<file path="src/rtl/dsdac_pkg.sv">
// Shared constants and helpers for the dsdac_mod delta-sigma modulator.
// Optional dither is enabled by defining DSDAC_DITHER_EN.
package dsdac_pkg;

    localparam int ORDER_MIN = 1;
    localparam int ORDER_MAX = 2;

    localparam int unsigned LFSR_W        = 16;
    localparam logic [15:0] LFSR_SEED     = 16'hACE1;
    // Taps 16,14,13,11 of a right-shifting Fibonacci LFSR map to bits 0,2,3,5
    localparam logic [15:0] LFSR_TAP_MASK = 16'h002D;

    localparam int unsigned SAT_MAXW = 64;

    // Clamp v to the signed range of an aw-bit two's complement number
    function automatic logic signed [SAT_MAXW-1:0] sat(
        input logic signed [SAT_MAXW-1:0] v,
        input int unsigned                aw
    );
        logic signed [SAT_MAXW-1:0] hi;
        logic signed [SAT_MAXW-1:0] lo;
        hi = (SAT_MAXW'(1) << (aw - 1)) - SAT_MAXW'(1);
        lo = ~hi;
        if (v > hi) return hi;
        if (v < lo) return lo;
        return v;
    endfunction

endpackage

</file>
<file path="src/rtl/dsdac_channel.sv">
// One modulator channel: sample hold, 1st/2nd order saturating loop, sticky clip.
// DSDAC_DITHER_EN adds a per-channel LFSR that injects +/-1 LSB into the first sum.
module dsdac_channel
    import dsdac_pkg::*;
#(
    parameter int unsigned W     = 16,
    parameter int          ORDER = 2,
    parameter int unsigned GUARD = 4,
    parameter int unsigned CH    = 0
) (
    input  logic         clk,
    input  logic         rst_n,
    input  logic         en,
    input  logic         sample_valid,
    input  logic [W-1:0] sample,
    input  logic         clip_clr,
    output logic         bit_o,
    output logic         clip_o
);

    localparam int unsigned AW = W + GUARD + 1;
    localparam int unsigned SW = AW + 2;

    localparam logic signed [SW-1:0] HALF     = {{(SW-W){1'b0}}, 1'b1, {(W-1){1'b0}}};
    localparam logic        [W-1:0]  HOLD_RST = {1'b1, {(W-1){1'b0}}};

    logic [W-1:0]           hold_q, hold_d;
    logic signed [AW-1:0]   acc1_q, acc1_d;
    logic signed [AW-1:0]   acc2_q, acc2_d;
    logic                   bit_q, bit_d;
    logic                   clip_q, clip_d;

    logic signed [SW-1:0]   xs, fb, dith;
    logic signed [SW-1:0]   s1, s1_sat, s2, s2_sat;
    logic                   clamp;

`ifdef DSDAC_DITHER_EN
    logic [LFSR_W-1:0] lfsr_q, lfsr_d;

    always_comb begin
        lfsr_d = en ? {^(lfsr_q & LFSR_TAP_MASK), lfsr_q[LFSR_W-1:1]} : lfsr_q;
        dith   = lfsr_q[0] ? SW'(1) : '1;
    end

    always_ff @(posedge clk or negedge rst_n) begin
        if (!rst_n) lfsr_q <= LFSR_SEED ^ 16'(CH);
        else        lfsr_q <= lfsr_d;
    end
`else
    always_comb dith = '0;
`endif

    always_comb begin
        hold_d = sample_valid ? sample : hold_q;
        // MSB flip turns offset-binary into two's complement; extend with the flipped sign
        xs     = {{(SW-W+1){~hold_q[W-1]}}, hold_q[W-2:0]};
        fb     = bit_q ? HALF : -HALF;
        s1     = {{2{acc1_q[AW-1]}}, acc1_q} + xs - fb + dith;
        s1_sat = SW'(sat(SAT_MAXW'(s1), AW));
        s2     = {{2{acc2_q[AW-1]}}, acc2_q} + s1_sat - fb;
        s2_sat = SW'(sat(SAT_MAXW'(s2), AW));

        acc1_d = acc1_q;
        acc2_d = acc2_q;
        bit_d  = bit_q;
        clamp  = 1'b0;
        if (en) begin
            acc1_d = s1_sat[AW-1:0];
            if (ORDER == 2) begin
                acc2_d = s2_sat[AW-1:0];
                bit_d  = ~s2[SW-1];
                clamp  = (s1_sat != s1) || (s2_sat != s2);
            end else begin
                bit_d  = ~s1[SW-1];
                clamp  = (s1_sat != s1);
            end
        end
        clip_d = clamp | (clip_q & ~clip_clr);
    end

    always_ff @(posedge clk or negedge rst_n) begin
        if (!rst_n) begin
            hold_q <= HOLD_RST;
            acc1_q <= '0;
            acc2_q <= '0;
            bit_q  <= 1'b0;
            clip_q <= 1'b0;
        end else begin
            hold_q <= hold_d;
            acc1_q <= acc1_d;
            acc2_q <= acc2_d;
            bit_q  <= bit_d;
            clip_q <= clip_d;
        end
    end

    assign bit_o  = bit_q;
    assign clip_o = clip_q;

endmodule

</file>
<file path="src/rtl/dsdac_mod.sv">
// Multi-channel delta-sigma DAC modulator: NCH independent dsdac_channel instances.
// Define DSDAC_DITHER_EN to enable per-channel LFSR dither.
module dsdac_mod
    import dsdac_pkg::*;
#(
    parameter int unsigned W     = 16,
    parameter int unsigned NCH   = 2,
    parameter int          ORDER = 2,
    parameter int unsigned GUARD = 4
) (
    input  logic             clk,
    input  logic             rst_n,
    input  logic             en,
    input  logic             sample_valid,
    input  logic [NCH*W-1:0] signal,
    input  logic             clip_clr,
    output logic [NCH-1:0]   bitstream,
    output logic [NCH-1:0]   clip
);

    if (ORDER < ORDER_MIN || ORDER > ORDER_MAX) begin : g_bad_order
        $error("dsdac_mod: ORDER must be 1 or 2");
    end

    for (genvar c = 0; c < NCH; c++) begin : g_ch
        dsdac_channel #(
            .W     (W),
            .ORDER (ORDER),
            .GUARD (GUARD),
            .CH    (c)
        ) u_ch (
            .clk          (clk),
            .rst_n        (rst_n),
            .en           (en),
            .sample_valid (sample_valid),
            .sample       (signal[c*W +: W]),
            .clip_clr     (clip_clr),
            .bit_o        (bitstream[c]),
            .clip_o       (clip[c])
        );
    end

endmodule

</file>
<file path="config.mk">
export PLATFORM = sky130hd
export DESIGN_NAME = dsdac_mod
export DESIGN_NICKNAME = d
export VERILOG_FILES = /design/src/rtl/dsdac_pkg.sv /design/src/rtl/dsdac_channel.sv /design/src/rtl/dsdac_mod.sv
export SDC_FILE = /design/constraint.sdc
export NUM_CORES = 1
export LEC_CHECK = 0
export CELL_PAD_IN_SITES_DETAIL_PLACEMENT = 0
export CELL_PAD_IN_SITES_GLOBAL_PLACEMENT = 2
export CORE_MARGIN = 5
export CORE_UTILIZATION = 35
export CTS_CLUSTER_SIZE = 24
export DETAILED_ROUTE_END_ITERATION = 12
export PLACE_DENSITY = 0.83
export REMOVE_ABC_BUFFERS = 1
export SLEW_MARGIN = 20
export SYNTH_ARGS = -nofsm -noshare
export SYNTH_HDL_FRONTEND = slang
export SYNTH_SLANG_ARGS = --single-unit
</file>
<file path="constraint.sdc">
create_clock -name clk -period 9.5 [get_ports clk]
set_input_delay 1.425 -clock clk [delete_from_list [all_inputs] [get_ports clk]]
set_output_delay 1.425 -clock clk [all_outputs]
set_load 0.05 [all_outputs]
</file>
==> qor.yml <==
cts_buffers: 17
ant_nets: 0
avgSynthCellArea_sq_um: 8.36
area_growth_pct: 19.1
drt_first_iter_violations: 484
path_class: "reg -> reg"
maxCapViolations: 0
synth_top_area_share: 0.255
required_ns: 9.82
tns_ns: 0
place_congestion: 0.865
drc: 0
slew_viol_final: 0
layout_commonest_cell: "nor2_1"
max_slew_margin: 0.264
drt-vias-per-instance: 5.40
cts_tree: "yes"
num-fill-cells: 3332
clkSinkCount: 120
track_usage: 0.185
num_rows: 66
critPathCaptureType: "flip-flop"
ios: 41
netlist_instances: 1383
vias: 10308
gr-total-overflow: 0
wl_per_cell_microns: 17.8
clkTransAtPathRegs_ns: 0.06
timing.final.crit_period_ns: 9.10
clkLatencyLatePin_ns: 0.43
ys_ff_latch: 120
die-area_sq_mm: 0.0368
worstSetupStartpointType: "flip-flop"
status: "finished, final reports clean"
max_clock_freq_ghz: 0.110
worst_pin_slew_ns: 1.10
grt_pass1_vias: 10061
hpwl_mm: 25.7
finalNonFillerCells: 1909
synth_warnings: 0
finalHoldViolCount: 0
fin_worst_skew_ns: 0.0109
mostFrequentLayoutCells: "139 x nor2_1, 123 x a21oi_1, 118 x dfrtp_1"
grt_start_max_net_pins: 90
grt_pass1_wl_mm: 54.2
synth_edf_count: 0
critical_path.max_stage_delay_ns: 0.47
synth_seq_area_share: 0.260
arrival_ns: 9.42
min_path_type: "reg -> reg"
synth.largest_area_cell: "dfrtp_1"
dr.pass1.iters: 7
h-tree-depth: 4
async_reset_ff_frac: 1.00
cp_max_fo: 17
die_y_microns: 192
synth.area.top_cells: "dfrtp_1 26%, ha_1 12%, a21oi_1 5.7%"
hold_buffers: 0
crit_family: "compound AO/OA/AOI/OAI gates"
drive_gt1_frac: 0.164
setup_slack_ns: 0.405
drt-total-wl_mm: 34.0
nets: 1615
cts_root_buffer: "clkbuf_16"
setup_violations: 0
fp.dieW_microns: 192
slowest_stage: "or3b_2"
critPathBufInv: 6
synth_ff_type: "dfrtp_1"
netlist_area_sq_mm: 0.0116
cp_common_cell: "a21o_1"
placed_cells: 1861
cts.path.max_buffers: 2
n_antenna_cell: 0
final.period_utilization: 0.957
start_util: 0.355
dp_worst_setup_slack_ns: -0.348
core_sq_mm: 0.0325
io_buffers: 40
antenna_found_initial: 0
synth_cell_types: 89
-- metal layers --
metal  track usage  up-vias  wire [microns]
met5             0        -               0
met4        0.0572        0             834
met3        0.0236       52             806
met2         0.333      158           17400
met1         0.231     4948           15000
li1              -     5150               -
-- state kept, by name (all words and copies together), names as in the netlist --
| signal | flops |
|---|---|
| g_ch.u_ch.acc1_q | 42 |
| g_ch.u_ch.acc2_q | 42 |
| g_ch.u_ch.hold_q | 32 |
| g_ch.u_ch.bit_o | 2 |
| g_ch.u_ch.clip_o | 2 |
-- metrics by stage --
stage	area [sq um]	hold WS, ns	util
final	13800	0.512	0.423
after global placement	12600	0.493	0.388
after floorplan	11300	0.480	-
after global routing	13800	0.531	0.423
after detailed placement	12600	0.502	0.388
after CTS	13300	0.517	0.409
-- timing repair --
item | CTS | global route
endpoints found under the setup margin | 30 | 46
resized for setup | 8 | 77
setup buffers | 0 | 16
pin swaps | 0 | 28
-- worst paths after layout --
path                                                             to  slack [ns]  cells after the start                                 from
worst max-delay path             g_ch[1].u_ch.acc2_q[3]$_DFFE_PN0P_        0.40                     45   g_ch[1].u_ch.acc1_q[0]$_DFFE_PN0P_
worst min-delay path            g_ch[0].u_ch.acc1_q[11]$_DFFE_PN0P_        0.51                      2  g_ch[0].u_ch.acc1_q[11]$_DFFE_PN0P_
worst max register to register   g_ch[1].u_ch.acc2_q[3]$_DFFE_PN0P_        0.40                     45   g_ch[1].u_ch.acc1_q[0]$_DFFE_PN0P_
worst min register to register  g_ch[0].u_ch.acc1_q[11]$_DFFE_PN0P_        0.51                      2  g_ch[0].u_ch.acc1_q[11]$_DFFE_PN0P_
max in group asynchronous       g_ch[1].u_ch.acc2_q[20]$_DFFE_PN0P_        7.21                      2                                rst_n
min in group asynchronous       g_ch[0].u_ch.hold_q[11]$_DFFE_PN0P_        0.98                      1                                rst_n
-- worst reg2reg max path: cells and delay by family (launching register included) --
family	cells	cell delay, ns
buf+inv	6	0.64
simple gates	8	1.60
mux	1	0.25
fa+ha+maj	6	1.49
flops	1	0.38
compound gates	22	4.43
xor+xnor	2	0.22
-- synth_stat cells (all sizes together), types with 36 or more instances --
library cell  count
a21oi           135
clkbuf           36
dfrtp           118
ha              108
inv              75
mux2             40
nand2            94
nand3            36
nor2            142
o21ai            85
xnor2            51
xor2             42
-- final cells by class --
type                    instances  area, sq um  area share
well taps                     442          553      0.0402
multi-input cells            1135         8380       0.609
inverters                      77          292      0.0212
clock inverters                14          221      0.0161
repair buffers                103          877      0.0637
flip-flops and latches        120         3010       0.218
clock buffers                  18          429      0.0312
-- logic make-up (layout without fill, tap and decap cells) --
family	Yosys count	after routing	synth area share
muxes	44	44	0.0424
DFF	120	120	0.260
and+or+nand+nor	462	462	0.201
AOI/OAI and AO/OA	412	412	0.235
xor gates and xnor gates	93	93	0.0705
adders and majority gates	124	124	0.145
buffers and inverters	128	212	0.0456
Power is left out: the tool's default activity adds up to more than one toggle a clock period on the data nets, which glitch-free logic cannot reach.
